`config.mk`:
```
export PLATFORM = sky130hd
export DESIGN_NAME = pkt_framer
export DESIGN_NICKNAME = d
export VERILOG_FILES = /design/src/rtl/pkt_framer.sv
export SDC_FILE = /design/constraint.sdc
export NUM_CORES = 1
export LEC_CHECK = 0
export ABC_AREA = 1
export BUFFER_PORTS_ARGS = -buffer_cell sky130_fd_sc_hd__buf_4
export CORE_MARGIN = 10
export CORE_UTILIZATION = 45
export CTS_CLUSTER_SIZE = 10
export DETAILED_ROUTE_END_ITERATION = 8
export GPL_ROUTABILITY_DRIVEN = 1
export PLACE_DENSITY = 0.82
export SYNTH_ARGS = -nofsm -noshare
export SYNTH_HDL_FRONTEND = slang
export SYNTH_SLANG_ARGS = --single-unit
```
`constraint.sdc`:
```
create_clock -name clk -period 1.7 [get_ports clk]
set_input_delay 0.17 -clock clk [delete_from_list [all_inputs] [get_ports clk]]
set_output_delay 0.17 -clock clk [all_outputs]
set_load 0.1 [all_outputs]
```
`src/rtl/pkt_framer.sv`:
```
// ---------------------------------------------------------------------------
// pkt_framer
//   Wraps a run of payload words into a framed packet: one header word,
//   exactly `len` payload words pulled from a valid/ready source, then one
//   tail word. Back-to-back packets are supported: a start seen during the
//   tail cycle launches the next header on the very next cycle.
//
// Optional feature macro: PKT_FRAMER_CHKSUM_EN
//   defined   -> the tail word carries the XOR of all payload words
//                (0 for an empty packet).
//   undefined -> the tail word is 0 and no checksum register exists.
//
// Ports
//   reset_n   in   1        async active-low reset
//   clk       in   1        rising-edge clock
//   start     in   1        packet request (honoured in IDLE and TAIL)
//   len       in   LEN_W    payload word count, captured with start
//   hdr       in   DATA_W   header word, captured with start
//   src_valid in   1        payload source has a word
//   src_data  in   DATA_W   payload word
//   src_ready out  1        payload word is accepted this cycle (comb)
//   valid     out  1        output word valid (registered)
//   head      out  1        output word is the header (registered)
//   tail      out  1        output word is the tail (registered)
//   data      out  DATA_W   output word (registered)
//   busy      out  1        framer is not idle
// ---------------------------------------------------------------------------
module pkt_framer #(
    parameter int DATA_W = 8,
    parameter int LEN_W  = 4
) (
    input  logic              reset_n,
    input  logic              clk,
    input  logic              start,
    input  logic [LEN_W-1:0]  len,
    input  logic [DATA_W-1:0] hdr,
    input  logic              src_valid,
    input  logic [DATA_W-1:0] src_data,
    output logic              src_ready,
    output logic              valid,
    output logic              head,
    output logic              tail,
    output logic [DATA_W-1:0] data,
    output logic              busy
);

    // The state names the type of word currently on the output.
    typedef enum logic [1:0] {
        IDLE = 2'b00,
        HEAD = 2'b01,
        DATA = 2'b10,
        TAIL = 2'b11
    } state_e;

    state_e              state_q, state_d;
    logic [LEN_W-1:0]    count_q, count_d;
    logic                valid_q, valid_d;
    logic                head_q,  head_d;
    logic                tail_q,  tail_d;
    logic [DATA_W-1:0]   data_q,  data_d;
    logic [DATA_W-1:0]   tail_word;
    logic                in_body;
    logic                cnt_nz;

`ifdef PKT_FRAMER_CHKSUM_EN
    logic [DATA_W-1:0]   chk_q, chk_d;
    assign tail_word = chk_q;
`else
    assign tail_word = '0;
`endif

    // HEAD and DATA both pull payload; the header cycle already counts as
    // a pull opportunity, so a ready source streams with no bubble.
    assign in_body   = (state_q == HEAD) || (state_q == DATA);
    assign cnt_nz    = (count_q != '0);
    assign src_ready = in_body && cnt_nz;

    assign valid = valid_q;
    assign head  = head_q;
    assign tail  = tail_q;
    assign data  = data_q;
    assign busy  = (state_q != IDLE);

    // ------------------------------------------------------------------
    // State and output registers
    // ------------------------------------------------------------------
    always_ff @(posedge clk or negedge reset_n) begin
        if (!reset_n) begin
            state_q <= IDLE;
            count_q <= '0;
            valid_q <= 1'b0;
            head_q  <= 1'b0;
            tail_q  <= 1'b0;
            data_q  <= '0;
        end else begin
            state_q <= state_d;
            count_q <= count_d;
            valid_q <= valid_d;
            head_q  <= head_d;
            tail_q  <= tail_d;
            data_q  <= data_d;
        end
    end

`ifdef PKT_FRAMER_CHKSUM_EN
    always_ff @(posedge clk or negedge reset_n) begin
        if (!reset_n) begin
            chk_q <= '0;
        end else begin
            chk_q <= chk_d;
        end
    end
`endif

    // ------------------------------------------------------------------
    // Next-state / next-output logic
    // ------------------------------------------------------------------
    always_comb begin
        state_d = state_q;
        count_d = count_q;
        valid_d = 1'b0;
        head_d  = 1'b0;
        tail_d  = 1'b0;
        data_d  = data_q;      // data holds through gaps and idle
`ifdef PKT_FRAMER_CHKSUM_EN
        chk_d   = chk_q;
`endif

        unique case (state_q)
            IDLE, TAIL: begin
                // TAIL behaves like IDLE for start so packets can abut.
                if (start) begin
                    state_d = HEAD;
                    count_d = len;
                    valid_d = 1'b1;
                    head_d  = 1'b1;
                    data_d  = hdr;
`ifdef PKT_FRAMER_CHKSUM_EN
                    chk_d   = '0;
`endif
                end else begin
                    state_d = IDLE;
                end
            end

            HEAD, DATA: begin
                // start is deliberately not looked at here.
                if (!cnt_nz) begin
                    // All payload taken (or none requested): emit tail.
                    state_d = TAIL;
                    valid_d = 1'b1;
                    tail_d  = 1'b1;
                    data_d  = tail_word;
                end else if (src_valid) begin
                    state_d = DATA;
                    count_d = count_q - LEN_W'(1);
                    valid_d = 1'b1;
                    data_d  = src_data;
`ifdef PKT_FRAMER_CHKSUM_EN
                    chk_d   = chk_q ^ src_data;
`endif
                end else begin
                    // Source stalled: bubble on the output, data holds.
                    state_d = DATA;
                end
            end

            default: begin
                state_d = IDLE;
            end
        endcase
    end

endmodule

```
==> impl_metrics.csv, run 1 <==
group,metric,value,unit
routing,viasPerCell,4.766,
critical_path,ff2ff_setup_slack,0.28,ns
placed_design,io_buffers,36,
yosys,synth_area_leaders,"dfrtp_1 (45%), nand2_1 (15%), inv_1 (7.5%)",
routing,drt-pass1-iter-count,4,
critical_path,crit_arrival,1.40,ns
yosys,synthTopCellsByCount,"nand2_1 (38), inv_1 (19), dfrtp_1 (17)",
critical_path,worstSetupEndpointType,"output port",
sta,relSlewSlack,81.21,%
sta,drv_slew,0,
critical_path,rr_worst_depth,8,
clock_tree,clk_pin_slew_worst_paths,0.10,ns
sta,finalSetupTns,0,ns
worst_hold_path,min_to,"data[3]",
final_layout,nNetsFinal,184,
worst_hold_path,holdCritStartpoint,"hdr[3]",
routing,antenna_left,0,
clock_tree,cts.sinks,17,
critical_path,timing_worst_setup_path_type,"flip-flop to output port",
grt,grt_pass1_wl,3753,um
grt,first_global_vias,892,
yosys,synth.most_common_cell,"nand2_1",
clock_tree,cts_root_buf,"clkbuf_4",
status,status,"completed",
clock_tree,htreeDepth,1,
clock_tree,cts_setup_buffers,0,
yosys,ys_ff_latch,17,
run,maxCapViolations,0,
sta,min_period_over_period,92.46,%
clock_tree,cts_buffer_depth,2,
yosys,yosysSeqAreaShare,44.68,%
yosys,synthCells,119,
routing,totalWireLength,2291,um
sta,fmax,636.2,MHz
sta,rsz0062_at_grt,"no",
critical_path,crit_fanout,9,
sta,period_minus_slack,1.572,ns
routing,num_vias,877,
grt,track_usage,10.84,%
final_layout,antennaDiodeCount,0,
yosys,synth-edff-count,0,
routing,drt-initial-drc-count,17,
clock_tree,cts_tree,"done",
final_layout,fill_cells,176,
sta,final_hold_viol_count,0,
clock_tree,worstSkewPairLatency,0.29,ns
sta,clock_skew,0.002090,ns
yosys,async_flop_share,100.0,%
grt,antenna_found_initial,0,
floorplan,die_area,4356,um^2
yosys,avgSynthCellArea,8.001,um^2
sta,setup_viol,0,
yosys,synth.distinct_cells,16,
floorplan,die_w,66,um
floorplan,pin_count,37,
critical_path,critPathLaunchType,"flip-flop",
yosys,yosysTopAreaCellShare,44.68,%
floorplan,initial_core_util,48.04,%
critical_path,r2r_start,"state_q[0]",
worst_hold_path,hold_depth,5,
grt,grt_max_degree,18,
routing,wl_per_cell,12.45,um
clock_tree,cts_buffers,3,
floorplan,num_rows,16,
yosys,synth_top_area_cell,"dfrtp_1",
placed_design,dpl.hpwl,1829,um
critical_path,worstPathRequired,1.53,ns
worst_hold_path,hp-class,"primary input to flip-flop",
final_layout,drive_gt1_share,35.03,%
yosys,synthesis.nets,145,
routing,remaining_drc_errors,0,
floorplan,core_area,1982,um^2
placed_design,gp_congestion,0.8703,
floorplan,die_y,66,um
yosys,synth_flop_cell,"dfrtp_1",
critical_path,reg2reg_to,"count_q[3]",
yosys,yosysWarnings,0,
final_layout,syn_to_final_growth,34.95,%
sta,worst_pin_slew,0.2842,ns
yosys,syn_area,952.2,um^2
grt,overflow,0,
[final cells by class]
| cell class | count | area (um^2) | share of cell area, % |
|---|---|---|---|
| sequential | 17 | 425.4 | 33.11 |
| multi-input combinational | 76 | 421.7 | 32.81 |
| timing repair buffer | 38 | 291.5 | 22.69 |
| inverter | 22 | 85.08 | 6.621 |
| tap | 27 | 33.78 | 2.629 |
| clock buffer | 3 | 22.52 | 1.753 |
| clock inverter | 1 | 5.005 | 0.3895 |
[through the flow]
step           util [%]  std cells  area [um^2]  worst slack [ns]  hold WS [ns]
3_5_place_dp      61.49        179         1219            0.1042       0.04322
4_1_cts           63.70        184         1262          0.008484        0.1669
3_3_place_gp      61.49        179         1219            0.1656       0.04043
6_report          64.84        184         1285            0.1281        0.1700
5_1_grt           64.84        184         1285           0.03636        0.1812
2_1_floorplan         -        119        952.2           0.07778       -0.1256
[how the worst max path moves through the flow]
stage	start	endpoint	slack, ns	cells after the start
floorplan	state_q[0]	src_ready	0.08	5
global placement	state_q[1]	data[0]	0.17	7
detailed placement	state_q[0]	data[1]	0.10	7
CTS	state_q[0]	src_ready	0.008	5
global route	state_q[1]	src_ready	0.04	5
finish	state_q[0]	src_ready	0.13	5
[cells in the final DEF, fill, tap and decap left out, types with 3 or more instances in the layout]
cell type and count:
nor2_1 3, nand2_2 3, dfrtp_1 17, clkbuf_4 3
nand4_1 8, buf_4 36, nand3_1 4, o21ai_0 11
inv_2 3, inv_1 18, nand2_1 38
[logic make-up (layout without fill, tap and decap cells)]
group | count (synthesis) | after routing | share of synthesized area, %
compound gates | 13 | 13 | 6.833
fa+ha+maj | 2 | 2 | 2.628
buf+inv | 26 | 64 | 13.67
flops | 17 | 17 | 44.68
simple gates | 61 | 61 | 32.20
[sequential cells by signal, indices dropped and copies added (netlist names)]
name and cells:
count_q 4, data 8, head 1, valid 1
tail 1, state_q 2
[critical path: stages (launching register included)]
cell and delay, ns:
dfrtp_1 0.34, inv_1 0.06, ha_4 0.34, nand2_2 0.09, inv_1 0.07, buf_6 0.22
[routing by layer]
metal / track usage (%) / wire (um)
met5: 0 / 0
met4: 7.592 / 56
met3: 3.220 / 131
met2: 18.12 / 1198
met1: 11.40 / 904
[what timing repair did]
item | 4_1_cts | 5_1_grt
setup endpoints to repair | 1 | 1
endpoints found under the hold margin | 17 | 0
cloned | 0 | 0
resized for setup | 2 | 4
hold buffers | 1 | 0
Power of run 1 is not shown: default switching activity piles up to over one toggle a cycle in this logic, so the estimate is an artifact.
==> inputs of run 2 (changes only) <==
SETUP_SLACK_MARGIN = 0.2   (was unset)
TNS_END_PERCENT = 30   (was unset)
==> run 2 against run 1 <==
- die area stayed put
- non-clock buffer count rose by 6
- flip-flop and latch count unchanged
- highest routed layer unchanged
- final cell count up 3.8%
- critical path type unchanged
- register-to-register slack got worse by 0.07 ns
- setup slack better by 0.014 ns
==> impl_metrics.csv, run 2 (synthesis gave the netlist of run 1 again) <==
group,metric,value,unit
status,status,"completed",
placed_design,dpl.hpwl,1913,um
clock_tree,clk_pin_slew_worst_paths,0.11,ns
critical_path,crit_arrival,1.39,ns
sta,holdWs,0.1781,ns
critical_path,slowest_delay,0.41,ns
routing,totalWireLength,2612,um
run,maxCapViolations,0,
sta,rsz0062_at_grt,"yes",
floorplan,initial_core_util,48.04,%
floorplan,pin_count,37,
placed_design,dpl-instance-area,1227,um^2
sta,setup_viol,0,
final_layout,syn_to_final_growth,41.79,%
clock_tree,cts_tree,"done",
clock_tree,cts_root_buf,"clkbuf_4",
sta,min_period_over_period,91.62,%
clock_tree,cts_buffers,3,
final_layout,final_cell_mix,"buf_4 (42), nand2_1 (38), dfrtp_1 (17), inv_1 (16), o21ai_0 (11)",
routing,viasPerCell,4.921,
clock_tree,cts.sinks,17,
clock_tree,worstSkewPairLatency,0.29,ns
routing,drt-pass1-iter-count,4,
critical_path,rr_worst_depth,8,
grt,track_usage,11.96,%
placed_design,io_buffers,36,
sta,relSlewSlack,81.33,%
final_layout,fill_cells,155,
critical_path,crit_fanout,3,
final_layout,design_area,1350,um^2
routing,wl_per_cell,13.68,um
sta,worst_pin_slew,0.2823,ns
critical_path,cp_num_buf_inv,3,
final_layout,drive_gt1_share,38.65,%
sta,period_minus_slack,1.558,ns
sta,fmax,642.0,MHz
sta,clock_skew,0.002117,ns
critical_path,worst_path_max_delay_cell,"dfrtp_1",
clock_tree,htreeDepth,1,
sta,finalSetupTns,0,ns
floorplan,core_area,1982,um^2
grt,grt_max_degree,18,
routing,drt-initial-drc-count,16,
final_layout,nNetsFinal,190,
critical_path,critPathLaunchType,"flip-flop",
final_layout,final_common_cell,"buf_4",
worst_hold_path,hold_depth,5,
critical_path,worstSetupEndpointType,"output port",
final_layout,largest_reg_flops,8,
critical_path,timing_worst_setup_path_type,"flip-flop to output port",
critical_path,worstPathRequired,1.53,ns
placed_design,gp_congestion,0.8199,
routing,remaining_drc_errors,0,
floorplan,die_y,66,um
sta,drv_slew,0,
final_layout,layout.cells.non_filler,191,
floorplan,num_rows,16,
clock_tree,cts_buffer_depth,2,
critical_path,crit_chain,"inv_2 -> ha_4 -> nand3_4 -> nand2_4 -> clkinvlp_4 -> buf_12",
placed_design,placed_cells,179,
critical_path,cp.depth,6,
worst_hold_path,hp-class,"primary input to flip-flop",
critical_path,cp_top_family,"flip-flops",
routing,antenna_left,0,
floorplan,die_area,4356,um^2
grt,antenna_found_initial,1,
sta,final_hold_viol_count,0,
routing,num_vias,940,
floorplan,die_w,66,um
grt,overflow,0,
grt,grt_pass1_wl,4174,um
grt,first_global_vias,967,
==> run 2: worst min-delay path: cells and delay by family <==
family                 cells  cell delay [ns]
AND/OR/NAND/NOR            3             0.14
buffers and inverters      1             0.07
AO/OA/AOI/OAI              1             0.06
==> run 2: path summary, 6_finish.rpt <==
path,start,endpoint,slack (ns)
min in group asynchronous,reset_n,count_q[2],0.31
max,count_q[0],src_ready,0.14
min reg2reg,count_q[3],count_q[3],0.54
max in group asynchronous,reset_n,tail,1.20
max reg2reg,state_q[1],data[2],0.21
min,hdr[7],data[7],0.18
==> run 2: what timing repair did <==
action                                 in CTS  in global routing
endpoints found under the hold margin      17                  0
buffers inserted                            3                  3
resized for setup                           9                  0
hold buffers                                1                  0
pin swaps                                   3                  2
setup endpoints to repair                  13                  1
==> run 2: area by class of cell <==
cell class / count / area (um^2) / share of cell area [%]
inverters: 22 / 88.84 / 6.580
flip-flops and latches: 17 / 425.4 / 31.51
multi-input cells: 76 / 426.7 / 31.60
repair buffers: 44 / 345.3 / 25.58
diodes: 1 / 2.502 / 0.1854
clock inverters: 1 / 5.005 / 0.3707
clock buffers: 3 / 22.52 / 1.668
well taps: 27 / 33.78 / 2.502
==> run 2: metal layers <==
| layer | vias to the layer above | GRT usage, % | part of all wire (%) |
|---|---|---|---|
| met2 | 43 | 21.14 | 52 |
| met1 | 426 | 11.84 | 37 |
| met3 | 10 | 3.559 | 7.4 |
| met4 | 0 | 7.853 | 3.9 |
| met5 | - | 0 | 0 |
| li1 | 461 | - | - |
==> run 2: through the flow <==
step                      setup slack [ns]  util, %
final                               0.1425    68.12
after global routing               0.09200    68.12
after CTS                           0.1438    66.86
after detailed placement            0.1135    61.93
after global placement              0.1472    61.93
after floorplan                     0.2419        -
Power of run 2 is left out for the same reason.
==> inputs of run 3 (changes only) <==
PLACE_DENSITY = 0.84   (was 0.82)
==> run 3 against run 2 <==
- clock skew rose by 0.0049 ns
- via count up 3.8%
- non-clock buffer count grew 3
- critical path depth stayed put
- setup slack got worse by 0.0061 ns
- first-iteration DRC count up 100%
- largest cell class unchanged
- highest routed layer unchanged
==> impl_metrics.csv, run 3 (synthesis gave the netlist of run 1 again) <==
group,metric,value,unit
critical_path,crit_chain,"inv_2 -> ha_4 -> nand3_4 -> nand2_4 -> clkinvlp_4 -> buf_12",
routing,totalWireLength,2699,um
critical_path,worstPathRequired,1.53,ns
grt,use_met1,12.35,%
floorplan,pin_count,37,
placed_design,dpl.hpwl,1875,um
final_layout,syn_to_final_growth,44.42,%
floorplan,die_area,4356,um^2
clock_tree,htreeDepth,1,
routing,drt-initial-drc-count,32,
critical_path,crit_arrival,1.39,ns
critical_path,worstSetupEndpointType,"output port",
routing,drt-pass1-iter-count,4,
critical_path,worst_path_max_delay_cell,"dfrtp_1",
sta,fmax,639.5,MHz
sta,rsz0062_at_grt,"yes",
placed_design,placed_cells,179,
critical_path,slowest_delay,0.41,ns
routing,viasPerCell,5.057,
critical_path,ff2ff_setup_slack,0.28,ns
routing,remaining_drc_errors,0,
final_layout,drive_gt1_share,39.76,%
grt,busiest_layer,"met2",
routing,wl_per_cell,13.98,um
sta,setup_viol,0,
clock_tree,clk_pin_slew_worst_paths,0.10,ns
grt,grtUsageMet2,22.58,%
grt,grt_max_degree,18,
final_layout,largest_reg_flops,8,
routing,antenna_left,0,
critical_path,crit_fanout,2,
grt,grtUsageMet3,2.034,%
final_layout,fill_cells,156,
clock_tree,cts_root_buf,"clkbuf_4",
floorplan,num_rows,16,
final_layout,fin_util,69.38,%
clock_tree,worstSkewPairLatency,0.29,ns
final_layout,final_common_cell,"buf_4",
sta,min_period_over_period,91.98,%
final_layout,nNetsFinal,193,
grt,first_global_vias,928,
sta,worst_pin_slew,0.2806,ns
critical_path,cp_num_buf_inv,3,
sta,final_hold_viol_count,0,
clock_tree,cts.sinks,17,
critical_path,cp_top_family,"flip-flops",
placed_design,dp_slack,0.08789,ns
routing,num_vias,976,
sta,period_minus_slack,1.564,ns
clock_tree,cts_buffer_depth,2,
grt,antenna_found_initial,0,
sta,relSlewSlack,81.45,%
final_layout,antennaDiodeCount,0,
sta,clock_skew,0.006969,ns
final_layout,layout.cells.non_filler,193,
grt,grt_pass1_wl,4091,um
critical_path,critPathLaunchType,"flip-flop",
critical_path,timing_worst_setup_path_type,"flip-flop to output port",
status,status,"completed",
clock_tree,cts_buffers,3,
worst_hold_path,hp-class,"primary input to flip-flop",
floorplan,die_y,66,um
run,maxCapViolations,0,
grt,overflow,0,
placed_design,gp_congestion,0.7519,
clock_tree,cts_tree,"done",
final_layout,final_cell_mix,"buf_4 (45), nand2_1 (38), dfrtp_1 (17), inv_1 (16), o21ai_0 (11)",
sta,finalSetupTns,0,ns
floorplan,core_area,1982,um^2
grt,track_usage,12.04,%
placed_design,io_buffers,36,
floorplan,initial_core_util,48.04,%
sta,drv_slew,0,
sta,worst_slack,0.1363,ns
floorplan,die_w,66,um
-- run 3: worst reg2reg max path: stages (launching register included) --
cell and delay [ns]:
dfrtp_1 0.38, inv_2 0.06, ha_4 0.17, buf_4 0.13, buf_4 0.13, inv_1 0.05
nor2_1 0.04, o21ai_0 0.17, nand2_1 0.08, nand2_1 0.07, nand2_1 0.05
-- run 3: per-layer routing --
layer | vias to the layer above | wire, um
met5 | - | 0
met4 | 0 | 66
met3 | 6 | 158
met2 | 43 | 1486
met1 | 454 | 987
li1 | 473 | -
-- run 3: layout make-up --
class | count | area (um^2) | area share, %
clock buffer | 3 | 22.52 | 1.638
clock inverter | 1 | 5.005 | 0.3640
inverter | 22 | 88.84 | 6.460
multi-input combinational | 76 | 431.7 | 31.39
sequential | 17 | 425.4 | 30.94
tap | 27 | 33.78 | 2.457
timing repair buffer | 47 | 367.9 | 26.75
-- run 3: worst paths after layout --
path,startpoint,end,depth (start not counted)
worst max-delay path,count_q[0],src_ready,6
worst min-delay path,hdr[7],data[7],5
worst max register to register,count_q[0],count_q[2],10
worst min register to register,count_q[3],count_q[3],2
max in group asynchronous,reset_n,valid,2
min in group asynchronous,reset_n,count_q[0],2
-- run 3: per-stage QoR --
| stage | hold WS (ns) | area (um^2) |
|---|---|---|
| finish | 0.1847 | 1375 |
| detailed placement | 0.04296 | 1227 |
| floorplan | -0.1256 | 960.9 |
| global placement | 0.04009 | 1227 |
| CTS | 0.1811 | 1348 |
| global route | 0.1973 | 1375 |
-- run 3: repair_timing --
item	CTS	global route
setup endpoints to repair	13	9
gates resized for setup	9	1
pin swaps	4	2
setup buffers	6	3
hold endpoints to repair	17	0
hold buffers	1	0
Power of run 3 is left out for the same reason.
